===== src/rtl/fifo_pkg.sv =====
// Shared defaults for the single-clock FIFO and its storage array.
package fifo_pkg;

  localparam int unsigned DefaultDataWidth = 32;
  localparam int unsigned DefaultAddrWidth = 4;

endpackage


===== src/rtl/fifo_mem.sv =====
// DEPTH x DATA_WIDTH register array: synchronous write, registered read with enable.
module fifo_mem
  import fifo_pkg::*;
#(
  parameter int unsigned DATA_WIDTH = DefaultDataWidth,
  parameter int unsigned ADDR_WIDTH = DefaultAddrWidth
) (
  input  logic                  clk,
  input  logic                  rst,
  input  logic                  wr_en,
  input  logic [ADDR_WIDTH-1:0] wr_addr,
  input  logic [DATA_WIDTH-1:0] wr_data,
  input  logic                  rd_en,
  input  logic [ADDR_WIDTH-1:0] rd_addr,
  output logic [DATA_WIDTH-1:0] rd_data
);

  localparam int unsigned Depth = 1 << ADDR_WIDTH;

  logic [DATA_WIDTH-1:0] mem_q [Depth];
  logic [DATA_WIDTH-1:0] rd_data_q;

  // Storage is deliberately left unreset.
  always_ff @(posedge clk) begin
    if (wr_en) begin
      mem_q[wr_addr] <= wr_data;
    end
  end

  always_ff @(posedge clk) begin
    if (rst) begin
      rd_data_q <= '0;
    end else if (rd_en) begin
      rd_data_q <= mem_q[rd_addr];
    end
  end

  assign rd_data = rd_data_q;

endmodule


===== src/rtl/async_fifo.sv =====
// Single-clock FIFO: wrap-bit pointers, full/empty decode and handshake qualification.
module async_fifo
  import fifo_pkg::*;
#(
  parameter int unsigned DATA_WIDTH = DefaultDataWidth,
  parameter int unsigned ADDR_WIDTH = DefaultAddrWidth
) (
  input  logic                  clk,
  input  logic                  rst,
  input  logic                  wr_en,
  input  logic [DATA_WIDTH-1:0] din,
  input  logic                  rd_en,
  output logic [DATA_WIDTH-1:0] dout,
  output logic                  full,
  output logic                  empty
);

  logic [ADDR_WIDTH:0] wr_ptr_q, wr_ptr_d;
  logic [ADDR_WIDTH:0] rd_ptr_q, rd_ptr_d;
  logic                wr_accept;
  logic                rd_accept;

  // Flags come from registered pointers only, never from the request inputs.
  assign empty = (wr_ptr_q == rd_ptr_q);
  assign full  = (wr_ptr_q[ADDR_WIDTH] != rd_ptr_q[ADDR_WIDTH]) &&
                 (wr_ptr_q[ADDR_WIDTH-1:0] == rd_ptr_q[ADDR_WIDTH-1:0]);

  assign wr_accept = wr_en && !full;
  assign rd_accept = rd_en && !empty;

  always_comb begin
    wr_ptr_d = wr_ptr_q;
    rd_ptr_d = rd_ptr_q;
    if (wr_accept) begin
      wr_ptr_d = wr_ptr_q + 1'b1;
    end
    if (rd_accept) begin
      rd_ptr_d = rd_ptr_q + 1'b1;
    end
  end

  always_ff @(posedge clk) begin
    if (rst) begin
      wr_ptr_q <= '0;
      rd_ptr_q <= '0;
    end else begin
      wr_ptr_q <= wr_ptr_d;
      rd_ptr_q <= rd_ptr_d;
    end
  end

  fifo_mem #(
    .DATA_WIDTH (DATA_WIDTH),
    .ADDR_WIDTH (ADDR_WIDTH)
  ) u_mem (
    .clk     (clk),
    .rst     (rst),
    .wr_en   (wr_accept),
    .wr_addr (wr_ptr_q[ADDR_WIDTH-1:0]),
    .wr_data (din),
    .rd_en   (rd_accept),
    .rd_addr (rd_ptr_q[ADDR_WIDTH-1:0]),
    .rd_data (dout)
  );

endmodule


===== config.mk =====
export PLATFORM = sky130hd
export DESIGN_NAME = async_fifo
export DESIGN_NICKNAME = d
export VERILOG_FILES = /design/src/rtl/fifo_pkg.sv /design/src/rtl/fifo_mem.sv /design/src/rtl/async_fifo.sv
export SDC_FILE = /design/constraint.sdc
export NUM_CORES = 1
export LEC_CHECK = 0
export ABC_AREA = 0
export CAP_MARGIN = 20
export CORE_MARGIN = 4
export CORE_UTILIZATION = 50
export CTS_BUF_LIST = sky130_fd_sc_hd__clkbuf_4 sky130_fd_sc_hd__clkbuf_8 sky130_fd_sc_hd__clkbuf_16
export DETAILED_ROUTE_END_ITERATION = 16
export PLACE_DENSITY_LB_ADDON = 0.25
export SLEW_MARGIN = 40
export SYNTH_ARGS = -nofsm -noshare
export SYNTH_HDL_FRONTEND = slang
export SYNTH_SLANG_ARGS = --single-unit

===== constraint.sdc =====
create_clock -name clk -period 4.85 [get_ports clk]
set_clock_uncertainty 0.05 [all_clocks]
set_input_delay 1.2125 -clock clk [delete_from_list [all_inputs] [get_ports clk]]
set_output_delay 1.2125 -clock clk [all_outputs]
set_load 0.01 [all_outputs]

# Word-level counts from Yosys, hierarchy flattened
# Memory sizes are Yosys's and may differ from the RTL's. A register that Yosys moved wholly into a read port is not among the register bits.
# Cells that the tools add are included.
[word_totals] ff_bits=10 mem_count=1 ram_bits=512 wordCells=15 out_inout_bits=34 input_bits=36
[memory_table] memory="u_mem.mem_q" depth=16 word_bits=32 read_ports=1 rd_ports_with_merged_regs=1 wr=1 line_no="fifo_mem.sv:20" source="logic [DATA_WIDTH-1:0] mem_q [Depth];"
[op_classes] n_reduce_logical=5 muxes=2 n_eq_ne=3 add_sub_neg=2
[op_table] op="adder 5 x 1 -> 5 bit (second input constant)" count=2
[op_table] op="equality test 5 bit" count=1
[op_table] op="equality test 4 bit" count=1
[op_table] op="logical AND 1 bit" count=3
[op_table] op="logical NOT 1 bit" count=2
[op_table] op="2-to-1 mux 1 bit" count=2
[op_table] op="!= test 1 bit" count=1

# Depth between registers and ports, before layout
[depth] depth_word=6 depth_mapped=8 depth_no_buf=5

# Hierarchy
# A second synthesis with hierarchy kept.
[unflattened] cells_unflattened=1288 hier_area_um2=21592.0
[by_module_without_submodules] mod="fifo_mem" cells_each=1216 area_each_um2=20948.8 n_inst=1
[by_module_without_submodules] mod="async_fifo" cells_each=72 area_each_um2=643.1 n_inst=1

# Worst setup path after synthesis
# OpenSTA, ideal clock, no wires.
[synth_timing] path_type="input to register" start="in wr_en" end="mem u_mem.mem_q[3][0] (netlist name) (enable)" setup_time_ns=0.461 stages=2 setup_slack_ns=0.751 required_time_ns=4.339 arrival_ns=3.588 cell_sequence="o211ai_1 -> nor3_1"
[synth_between] elab_chain_len=3
[synth_lines] element="start: declaration" line_no="async_fifo.sv:10" source="input logic wr_en,"
[synth_lines] element="logical AND 1 bit" line_no="async_fifo.sv:28" source="assign wr_accept = wr_en && !full;"
[synth_lines] element="2-to-1 mux 1 bit" line_no="fifo_mem.sv:25" source="if (wr_en) begin"
[synth_lines] element="2-to-1 mux 1 bit (implied by the code)" line_no="fifo_mem.sv:26" source="mem_q[wr_addr] <= wr_data;"
[synth_lines] element="end: declaration" line_no="fifo_mem.sv:20"
# Every way passes these cells.

# Worst setup path after layout
[layout_timing] start="reg rd_ptr_q[0]" end="out full"
[layout_between] elab_chain_len=2
[layout_lines] element="start: declaration" line_no="async_fifo.sv:19" source="logic [ADDR_WIDTH:0] rd_ptr_q, rd_ptr_d;"
[layout_lines] element="start signal: assignment" line_no="async_fifo.sv:48" source="rd_ptr_q <= rd_ptr_d;"
[layout_lines] element="equality test 4 bit" line_no="async_fifo.sv:26" source="(wr_ptr_q[ADDR_WIDTH-1:0] == rd_ptr_q[ADDR_WIDTH-1:0]);"
[layout_lines] element="logical AND 1 bit" line_no="async_fifo.sv:25" source="assign full = (wr_ptr_q[ADDR_WIDTH] != rd_ptr_q[ADDR_WIDTH]) &&"
[layout_lines] element="end: declaration" line_no="async_fifo.sv:14" source="output logic full,"
# Every way passes these cells.

==> flow_summary.toml <==
[run_status]
status = "finished, final reports clean"

[clock_tree]
cts_setup_buffers = 0
clk_latency_ns = 0.60
numCtsBuffers = 54
clock_path_buffers = 3
cts_tree = "done"
cts_max_level = 2
cts-hold-fix-buffers = 0
cts_sinks = 554
cts-root-buf = "clkbuf_16"
clkTransAtPathRegs_ns = 0.06
cts_resized = 0

[setup_path]
critical-path-slowest-cell = "dfxtp_4"
rr_startpoint = "rd_ptr_q[0]$_SDFFE_PP0P_"
crit_type = "flop to output port"
crit_fanout = 35
crit_required_ns = 3.59
r2r_setup_slack_ns = 2.09
rr_worst_depth = 5
start_kind = "flop"
crit_path_cell_trace = "xnor2_1 -> nand4_2 -> nor2_1 -> clkdlybuf4s50_1"
max_stage_delay_ns = 0.69
r2r_end = "u_mem.mem_q[7][22]$_DFFE_PP_"
cp-end-kind = "output port"
worst_ep_arrival_time_ns = 2.46

[final_layout]
nFillCells = 3089
finalNonFillerCells = 1737
diodes = 0
final_nets = 1193
syn2layout_area_growth_pct = 14.3
final_core_util = 0.578
drive_gt1_frac = 0.248

[grt]
grtUsageMet1 = 0.295
gr-total-overflow = 0
grt_pass1_wl_mm = 68.2
grt_pass1_vias = 10800
antenna_found_initial = 0
busiest_layer = "met2"
use_met3 = 0.0292
grtUsageMet2 = 0.302
grt_max_degree = 123
grtUsageTotal = 0.194

[synthesis]
synth_top_family_by_area = "multiplexers"
synthMuxAreaShare = 0.137
synthXorXnorAreaFrac = 0.00412
ys_warn_count = 0
synth_top_cell_by_area = "edfxtp_1"
synth-compound-area-share = 0.0355
synth_area_leaders = "edfxtp_1 (72%), mux4_2 (10%), dfxtp_1 (4.0%)"
ys_seq_area_frac = 0.762
avgSynthCellArea_um2 = 19.7
netlist.area_leader.share = 0.723
yosys.area_share.simple = 0.0410
synth_area_mm2 = 0.0213
ys_types = 35
synth_seq_cells = 554
synth_fa_ha_area_frac = 0.00294
synthCells = 1081
syn_nets = 1122

[sta]
drv_slew = 0
final_hold_viol_count = 0
setup_tns_ns = 0
min_period_over_period = 0.768
fin_crit_ns = 3.73
setup_viol = 0
hold_slack_ns = 0.437
tightestPinTransition_ns = 0.832
rsz0062_at_grt = "false"
max_freq_mhz = 268
relSlewSlack = 0.445
setup_ws_ns = 1.12

[placed_design]
place_inst = 1634
hpwl_mm = 23.1
io_buffer_count = 69
place.gp.congestion = 0.708
place_ws_ns = 1.40

[floorplanning]
core_area_mm2 = 0.0420
fp.dieW_um = 214
die_height_um = 214
die_area_mm2 = 0.0459
initial_core_util = 0.506
rows = 75
io_pins = 70

[routing]
vias_per_cell = 5.97
wl_mm = 43.6
vias = 10400
wl_per_cell_um = 25.1
drc_errors = 0
first_pass_iters = 5
drt-initial-drc-count = 955
drtAntennaViolNets = 0

[job]
max_cap_violations = 0

[power_and_ir_drop]
power.leakage_uw = 0.00748
irDropWorstVdd_v = 0.000265
p_per_area_mw_per_mm2 = 435

[hold_path]
min_path_type = "flop to flop"
min-delay-start = "u_mem.rd_data[4]$_SDFFE_PP0P_"
hold_end = "u_mem.rd_data[4]$_SDFFE_PP0P_"
hold_depth = 2
## where the power goes
part           total, uW  internal [uW]  switching [uW]
combinational       1030            470             564
clock               4110           2380            1730
sequential          5430           5340            90.1
total              10600           8190            2380
## synthesized netlist by cell type
| library cell | n |
|---|---|
| o21ai_2 | 1 |
| nand3_1 | 2 |
| mux4_2 | 96 |
| clkbuf_1 | 29 |
| mux2_2 | 65 |
| nand2_1 | 4 |
| o21ai_0 | 2 |
| a21oi_1 | 3 |
| o22ai_1 | 32 |
| a31o_2 | 1 |
| buf_4 | 7 |
| xor2_1 | 3 |
| and3_1 | 12 |
| edfxtp_1 | 512 |
| ha_1 | 5 |
| nor2_1 | 42 |
| buf_1 | 4 |
| nor2b_1 | 38 |
| o2111ai_1 | 1 |
| o211ai_1 | 1 |
| xnor2_1 | 7 |
| nand2b_1 | 2 |
| buf_2 | 24 |
| nor3_1 | 65 |
| dfxtp_1 | 42 |
| buf_6 | 6 |
| and2_1 | 1 |
| mux2i_1 | 1 |
| inv_1 | 3 |
| nand4_1 | 1 |
| a211oi_1 | 64 |
| or3_1 | 1 |
| nand4_2 | 1 |
| or4_1 | 1 |
| o21a_1 | 2 |
## critical path: cells and delay by family, from the launching register on
| kind | cells | cell delay [ns] |
|---|---|---|
| buf+inv | 1 | 0.55 |
| flops | 1 | 0.69 |
| xor+xnor | 1 | 0.20 |
| simple gates | 2 | 0.42 |
## cell type report
| class | count | area [um2] | share of cell area |
|---|---|---|---|
| Multi-Input combinational cell | 454 | 4780 | 0.197 |
| Timing Repair Buffer | 85 | 842 | 0.0346 |
| Clock buffer | 70 | 1530 | 0.0628 |
| Sequential cell | 554 | 16200 | 0.668 |
| Clock inverter | 32 | 246 | 0.0101 |
| Tap cell | 539 | 674 | 0.0277 |
| Inverter | 3 | 13.8 | 0.000566 |
## cell families after synthesis
kind of cell,Yosys count
flip-flops,554
AND/OR/NAND/NOR,170
multiplexers,162
AO/OA/AOI/OAI,107
buffers and inverters,73
XOR/XNOR,10
adder cells (fa/ha/maj),5
## stage by stage
stage	total power, uW	cell area [um2]
after floorplan	6140	21300
after global placement	6550	22500
after detailed placement	6570	22500
after CTS	10700	24300
after global routing	11000	24300
final	10600	24300
## worst max path at each step
stage                                   from                       endpoint  slack (ns)  depth (start not counted)
finish              rd_ptr_q[0]$_SDFFE_PP0P_                           full        1.12                          4
global route        rd_ptr_q[0]$_SDFFE_PP0P_                           full        0.99                          4
CTS                 rd_ptr_q[0]$_SDFFE_PP0P_                           full        1.10                          4
detailed placement                     wr_en   u_mem.mem_q[7][20]$_DFFE_PP_        1.40                          4
global placement                       wr_en  u_mem.mem_q[10][23]$_DFFE_PP_        1.30                          3
floorplan                              wr_en    u_mem.mem_q[3][0]$_DFFE_PP_        0.75                          2
## sequential cells by signal, indices dropped and copies added, names as in the netlist
register / cells
u_mem.mem_q: 512
u_mem.rd_data: 32
rd_ptr_q: 5
wr_ptr_q: 5
## per-layer routing
metal,vias to the layer above,routed length [um]
li1,4565,-
met1,5471,19800
met2,294,20700
met3,47,2310
met4,0,722
met5,-,0
## cells in the final DEF, fill, tap and decap left out, drive strengths merged
cell type and n:
edfxtp 512, mux4 96, clkbuf 70, clkdlybuf4s50 68, mux2 65, nor3 65
a211oi 64, nor2 42, dfxtp 42, nor2b 38, o22ai 32, clkinv 26
buf 17, and3 12, xnor2 7, ha 5, inv 5, nand2 4
xor2 3, a21oi 3, bufinv 3, o21ai 3, nand3 2, nand4 2
o21a 2, nand2b 2, and2 1, o2111ai 1, o211ai 1, mux2i 1
or4 1, a31o 1, or3 1, clkinvlp 1
Note: power is estimated with default switching activity, not from simulation.
